[src/rtl/mips_pkg.sv]
// Shared types and constants for the MIPS R2000 fetch front end.
// Pulled in by the fetch stage and its IF/ID register.
package mips_pkg;

  typedef enum logic [1:0] {
    IDLE     = 2'd0,
    FETCH    = 2'd1,
    DISCARD  = 2'd2,
    BUFFERED = 2'd3
  } fetch_state_t;

  localparam logic [31:0] NOP_INST       = 32'h0000_0000;
  localparam logic [31:0] DEF_RESET_PC   = 32'h0000_0000;
  localparam logic [31:0] DEF_EXC_VECTOR = 32'h0000_0080;

  // Redirect targets are always word aligned.
  function automatic logic [31:0] word_align(input logic [31:0] addr);
    return {addr[31:2], 2'b00};
  endfunction

endpackage

[src/rtl/fetch_if_id_reg.sv]
// IF/ID pipeline register with load/hold/squash controls and sync reset.
// A squash loads a NOP bubble but keeps pc_out unchanged.
module fetch_if_id_reg
  import mips_pkg::*;
(
  input  logic        i_clk,
  input  logic        i_rst,
  input  logic        i_load,
  input  logic        i_squash,
  input  logic [31:0] i_inst,
  input  logic [31:0] i_pc,
  output logic [31:0] o_inst,
  output logic [31:0] o_pc,
  output logic        o_valid
);

  logic [31:0] r_inst;
  logic [31:0] r_pc;
  logic        r_valid;

  always_ff @(posedge i_clk) begin
    if (i_rst) begin
      r_inst  <= NOP_INST;
      r_pc    <= 32'h0;
      r_valid <= 1'b0;
    end else if (i_squash) begin
      r_inst  <= NOP_INST;
      r_valid <= 1'b0;
    end else if (i_load) begin
      r_inst  <= i_inst;
      r_pc    <= i_pc;
      r_valid <= 1'b1;
    end
  end

  assign o_inst  = r_inst;
  assign o_pc    = r_pc;
  assign o_valid = r_valid;

endmodule

[src/rtl/fetch_stage.sv]
// Instruction-fetch stage: PC, request/ready imem port and IF/ID register.
//
//   state    | meaning
//   IDLE     | one cycle after reset, no request
//   FETCH    | request outstanding at pc_q
//   DISCARD  | finishing a wrong-path access, redirect target parked in tgt_q
//   BUFFERED | word returned during a hold, parked in buf_q
module fetch_stage
  import mips_pkg::*;
#(
  parameter logic [31:0] RESET_PC   = DEF_RESET_PC,
  parameter logic [31:0] EXC_VECTOR = DEF_EXC_VECTOR
) (
  input  logic        i_clk,
  input  logic        i_rst,
  input  logic        i_hold_pc,
  input  logic        i_hold_if,
  input  logic        i_br,
  input  logic [31:0] i_pc_branch,
  input  logic        i_exception,
  output logic        o_imem_req,
  output logic [31:0] o_imem_addr,
  input  logic [31:0] i_imem_rdata,
  input  logic        i_imem_ready,
  output logic [31:0] o_inst_out,
  output logic [31:0] o_pc_out,
  output logic        o_valid_out
);

  fetch_state_t r_state;
  logic [31:0]  r_pc;
  logic [31:0]  r_tgt;
  logic [31:0]  r_buf;

  logic         w_hold;
  logic         w_redir;
  logic [31:0]  w_target;
  logic [31:0]  w_pc_inc;

  logic         w_ifid_load;
  logic         w_ifid_squash;
  logic [31:0]  w_ifid_inst;

  // Decode operands are stale while holding, so redirects wait for release.
  assign w_hold   = i_hold_pc | i_hold_if;
  assign w_redir  = (i_br | i_exception) & ~w_hold;
  assign w_target = word_align(i_exception ? EXC_VECTOR : i_pc_branch);
  assign w_pc_inc = r_pc + 32'd4;

  assign o_imem_req  = ((r_state == FETCH) || (r_state == DISCARD)) & ~i_rst;
  assign o_imem_addr = r_pc;

  always_comb begin
    w_ifid_load   = 1'b0;
    w_ifid_squash = 1'b0;
    w_ifid_inst   = i_imem_rdata;
    case (r_state)
      FETCH: begin
        if (w_redir) begin
          w_ifid_squash = 1'b1;
        end else if (i_imem_ready && !w_hold) begin
          w_ifid_load = 1'b1;
        end else if (!i_imem_ready && !w_hold) begin
          w_ifid_squash = 1'b1;
        end
      end
      DISCARD: begin
        w_ifid_squash = 1'b1;
      end
      BUFFERED: begin
        w_ifid_inst = r_buf;
        if (w_redir) begin
          w_ifid_squash = 1'b1;
        end else if (!w_hold) begin
          w_ifid_load = 1'b1;
        end
      end
      default: begin
        w_ifid_load   = 1'b0;
        w_ifid_squash = 1'b0;
      end
    endcase
  end

  always_ff @(posedge i_clk) begin
    if (i_rst) begin
      r_state <= IDLE;
      r_pc    <= RESET_PC;
      r_tgt   <= 32'h0;
      r_buf   <= 32'h0;
    end else begin
      case (r_state)
        IDLE: begin
          r_state <= FETCH;
        end
        FETCH: begin
          if (w_redir) begin
            if (i_imem_ready) begin
              r_pc <= w_target;
            end else begin
              r_tgt   <= w_target;
              r_state <= DISCARD;
            end
          end else if (i_imem_ready && w_hold) begin
            r_buf   <= i_imem_rdata;
            r_state <= BUFFERED;
          end else if (i_imem_ready) begin
            r_pc <= w_pc_inc;
          end
        end
        DISCARD: begin
          // The old access must complete before the target can be requested.
          if (w_redir) begin
            r_tgt <= w_target;
          end
          if (i_imem_ready) begin
            r_pc    <= w_redir ? w_target : r_tgt;
            r_state <= FETCH;
          end
        end
        BUFFERED: begin
          if (w_redir) begin
            r_pc    <= w_target;
            r_state <= FETCH;
          end else if (!w_hold) begin
            r_pc    <= w_pc_inc;
            r_state <= FETCH;
          end
        end
        default: begin
          r_state <= IDLE;
        end
      endcase
    end
  end

  fetch_if_id_reg u_if_id (
    .i_clk    (i_clk),
    .i_rst    (i_rst),
    .i_load   (w_ifid_load),
    .i_squash (w_ifid_squash),
    .i_inst   (w_ifid_inst),
    .i_pc     (w_pc_inc),
    .o_inst   (o_inst_out),
    .o_pc     (o_pc_out),
    .o_valid  (o_valid_out)
  );

endmodule

[config.mk]
export PLATFORM = sky130hd
export DESIGN_NAME = fetch_stage
export DESIGN_NICKNAME = d
export VERILOG_FILES = /design/src/rtl/mips_pkg.sv /design/src/rtl/fetch_if_id_reg.sv /design/src/rtl/fetch_stage.sv
export SDC_FILE = /design/constraint.sdc
export NUM_CORES = 1
export LEC_CHECK = 0
export CAP_MARGIN = 5
export CORE_MARGIN = 10
export CORE_UTILIZATION = 51
export CTS_CLUSTER_DIAMETER = 100
export DETAILED_ROUTE_END_ITERATION = 6
export GPL_TIMING_DRIVEN = 0
export PLACE_DENSITY = 0.8
export SLEW_MARGIN = 10
export SYNTH_ARGS = -nofsm -noshare
export SYNTH_HDL_FRONTEND = slang
export SYNTH_SLANG_ARGS = --single-unit
export TNS_END_PERCENT = 20
[constraint.sdc]
create_clock -name i_clk -period 2.5 [get_ports i_clk]
set_input_delay 0.25 -clock i_clk [delete_from_list [all_inputs] [get_ports i_clk]]
set_output_delay 0.25 -clock i_clk [all_outputs]
set_load 0.05 [all_outputs]
==> impl_results.md <==
- RSZ-0062 raised after global routing: yes
- Antenna violations before repair: 0
- Worst setup EP type: flop
- Proportion of layout cells with a drive suffix above 1: 0.08737
- Hold path cells: 3
- Final Worst Setup Slack: -0.03039 ns
- Multi-input logic area: 4164 µm²
- Final hold vios: 0
- Synth top area cells: dfxtp_1 42%, a21oi_1 7.1%, nand2_1 5.9%, nor2_1 5.7%, mux2i_1 5.0%
- Arr. time, crit path: 2.81 ns
- Top-area cell type share of the netlist area: 0.4197
- HP Start: i_imem_rdata[16]
- Reg clk slew, reported paths: 0.07 ns
- Inserted Diodes: 0
- Min Clock Period, post-route: 2.530 ns
- Synth async-reset ratio: 0
- Yosys cell types: 68
- Hold EP: r_buf[16]
- WP data required: approximately 2.8 ns
- Initial Utilization: 0.5153
- GP Congestion: a little under 1
- Period utilization: 1.012
- Routed WL per cell: 19.28 µm
- Synthesized flop and latch total: 163
- Final net count: between 1000 and 1500
- Leakage Power: 0.003511 µW
- Relative slew margins: 0.1713
- Slew @ Worst Pin: 1.226 ns
- DRT Pass-1 Iters: 5
- Area grow syn2layout: 33.28%
- Number of fill cells in the layout: 1270
- Cell count after synthesis: around 950
- First-pass GRT wire length: 39630 µm
- CTS tree: done
- Worst vdd ir: around 0.00046 V
- Failing checks: setup timing
- Final Slew Violations: 0
- Clk buf depth: 2
- Buffers on Ports: 165
- Sequential cell area: about 3300 µm²
- Die area: 20580 µm²
- Finished Layout Cells: approximately 1300
- CTS Buf Count: 17
- All-Layer GR Usage: 0.2437
- Crit path from: o_imem_addr[3]
- PD cells: approximately 660 nW/µm²
- Commonest non-fill, non-tap cell in the layout: clkdlybuf4s50_1
- Clock root buffer: clkbuf_16
- Num Clock Sinks: 163
- Die width: ~140 µm
- Crit Path Class: flop to flop
- Post-Place Setup Slack: -0.6405 ns
- Ys flop type: dfxtp_1
- Vias in the first global route: 7324
- Mean post-synth cell area: roughly 8.1 µm²
- Worst min path class: input port to flop
- Cell Rows: 45
- Clk_lat worst skew: approximately 0.44 ns
- Synth Warn #: 0
- Cell taking the most area after synthesis: dfxtp_1
- Die H: 143.5 µm
- CP Launch Type: flop
- DR vias: 7851
- Largest net degree at the start of global routing: 17
- Via density: 5.842
- Status: complete, but fails checks
- Post-synth EDFFs: 0
- Worst reg2reg path depth: 7
- Iteration-0 DRC Markers: 806
- CORE AREA: around 15000 µm²
- Total gr overflow: 0
- Final ANT Viol Nets: 0
- Final Skew: 0.009511 ns
- Seq/Total Area, Yosys: 0.4197
- Worst reg-to-reg setup slack: -0.03 ns
- Reg-to-Reg End: o_imem_addr[22]
- IO Pins: 169
- Cell total after placement: between 1000 and 1500
- Commonest non-fill, non-tap cells in the layout: 164 x clkdlybuf4s50_1, 158 x dfxtp_1, 123 x nand2_1
- Final wirelength: 25910 µm
- Overall power: 6867 µW
- Max cap viols: 0
- Max FO, Critical Path: 7
- H-tree levels: 4
- Detailed-placement wirelength estimate: between 15000 and 20000 µm
- Remaining DRCs: 0
- Final setup vio count: 1
- Net Count, Synth: 1031
- Post-Syn Area: roughly 8000 µm²
- Worst flop-to-flop path startpoint: o_imem_addr[3]
- FMAX: about 0.4 GHz
## power by group
| part | switching [µW] | total, µW | internal (µW) |
|---|---|---|---|
| Clock | 1180 | 2680 | 1500 |
| Sequential | 112 | 2820 | 2700 |
| Combinational | 871 | 1370 | 503 |
## cell type report
type	instances	area share
Multi-Input combinational cell	697	0.4018
Tap cell	188	0.02270
Clock inverter	15	0.01715
Clock buffer	17	0.04105
Timing Repair Buffer	171	0.1636
Buffer	80	0.03345
Inverter	13	0.004709
Sequential cell	163	0.3155
## metrics by stage
stage          hold WS [ns]  setup TNS, ns  area (µm²)  utilization
3_5_place_dp         0.4468         -36.92        9667       0.6406
2_1_floorplan        0.3860      -0.001649        7780            -
4_1_cts              0.3843      -0.006594       10290       0.6819
6_report             0.3813       -0.03039       10360       0.6867
5_1_grt              0.3951       -0.04467       10360       0.6867
3_3_place_gp         0.4408         -36.71        9667       0.6406
## per-layer routing
metal | GRT usage | wire length (µm) | up-vias
li1 | - | - | 3791
met1 | 0.3016 | 10910 | 3626
met2 | 0.3975 | 12000 | 392
met3 | 0.06997 | 2456 | 42
met4 | 0.08221 | 544 | 0
met5 | 0 | 0 | -
## worst max-delay path by stage
stage,end
finish,o_imem_addr[22]
global route,o_imem_addr[16]
CTS,o_imem_addr[23]
detailed placement,o_imem_addr[14]
global placement,o_imem_addr[14]
floorplan,o_imem_addr[22]
## flip-flops by register name (all words and copies together), names as in the netlist
signal,cells
r_tgt,32
u_if_id.o_pc,32
r_state,2
u_if_id.o_valid,1
o_imem_addr,32
u_if_id.o_inst,32
r_buf,32
## cells in the mapped netlist (7+ instances only)
master,count
xnor2_1,18
nor2_1,118
dfxtp_1,163
clkbuf_1,65
nor3b_1,16
and3_1,12
nand2b_1,7
inv_1,13
a211oi_1,46
xor2_1,7
nand2_1,123
mux2i_1,39
nand4_1,16
nand3_1,18
a21oi_1,111
a31oi_1,11
nor4_1,7
o21ai_0,34
nor3_1,17
## worst max-delay path, cell delays in order (launching register included)
cell and delay, ns:
dfxtp_1 0.46, ha_2 0.29, inv_1 0.12, or4_1 0.53, clkbuf_1 0.21, o31a_1 0.35, o21ai_0 0.25, a41oi_1 0.16
## kinds of logic (layout without fill, tap and decap cells)
| family | Yosys count | in the layout | synth area share |
|---|---|---|---|
| simple gates | 371 | 371 | 0.2317 |
| compound gates | 254 | 254 | 0.2082 |
| flops | 163 | 163 | 0.4197 |
| buf+inv | 94 | 296 | 0.04844 |
| mux | 41 | 41 | 0.05407 |
| xor+xnor | 25 | 25 | 0.02816 |
| fa+ha+maj | 6 | 6 | 0.009655 |
## what timing repair did
item	CTS	global route
setup buffers	0	6
endpoints found under the setup margin	85	101
pin swaps	2	2
hold buffers	0	0
resized for setup	12	25
Note: power is estimated with default switching activity, not from simulation.
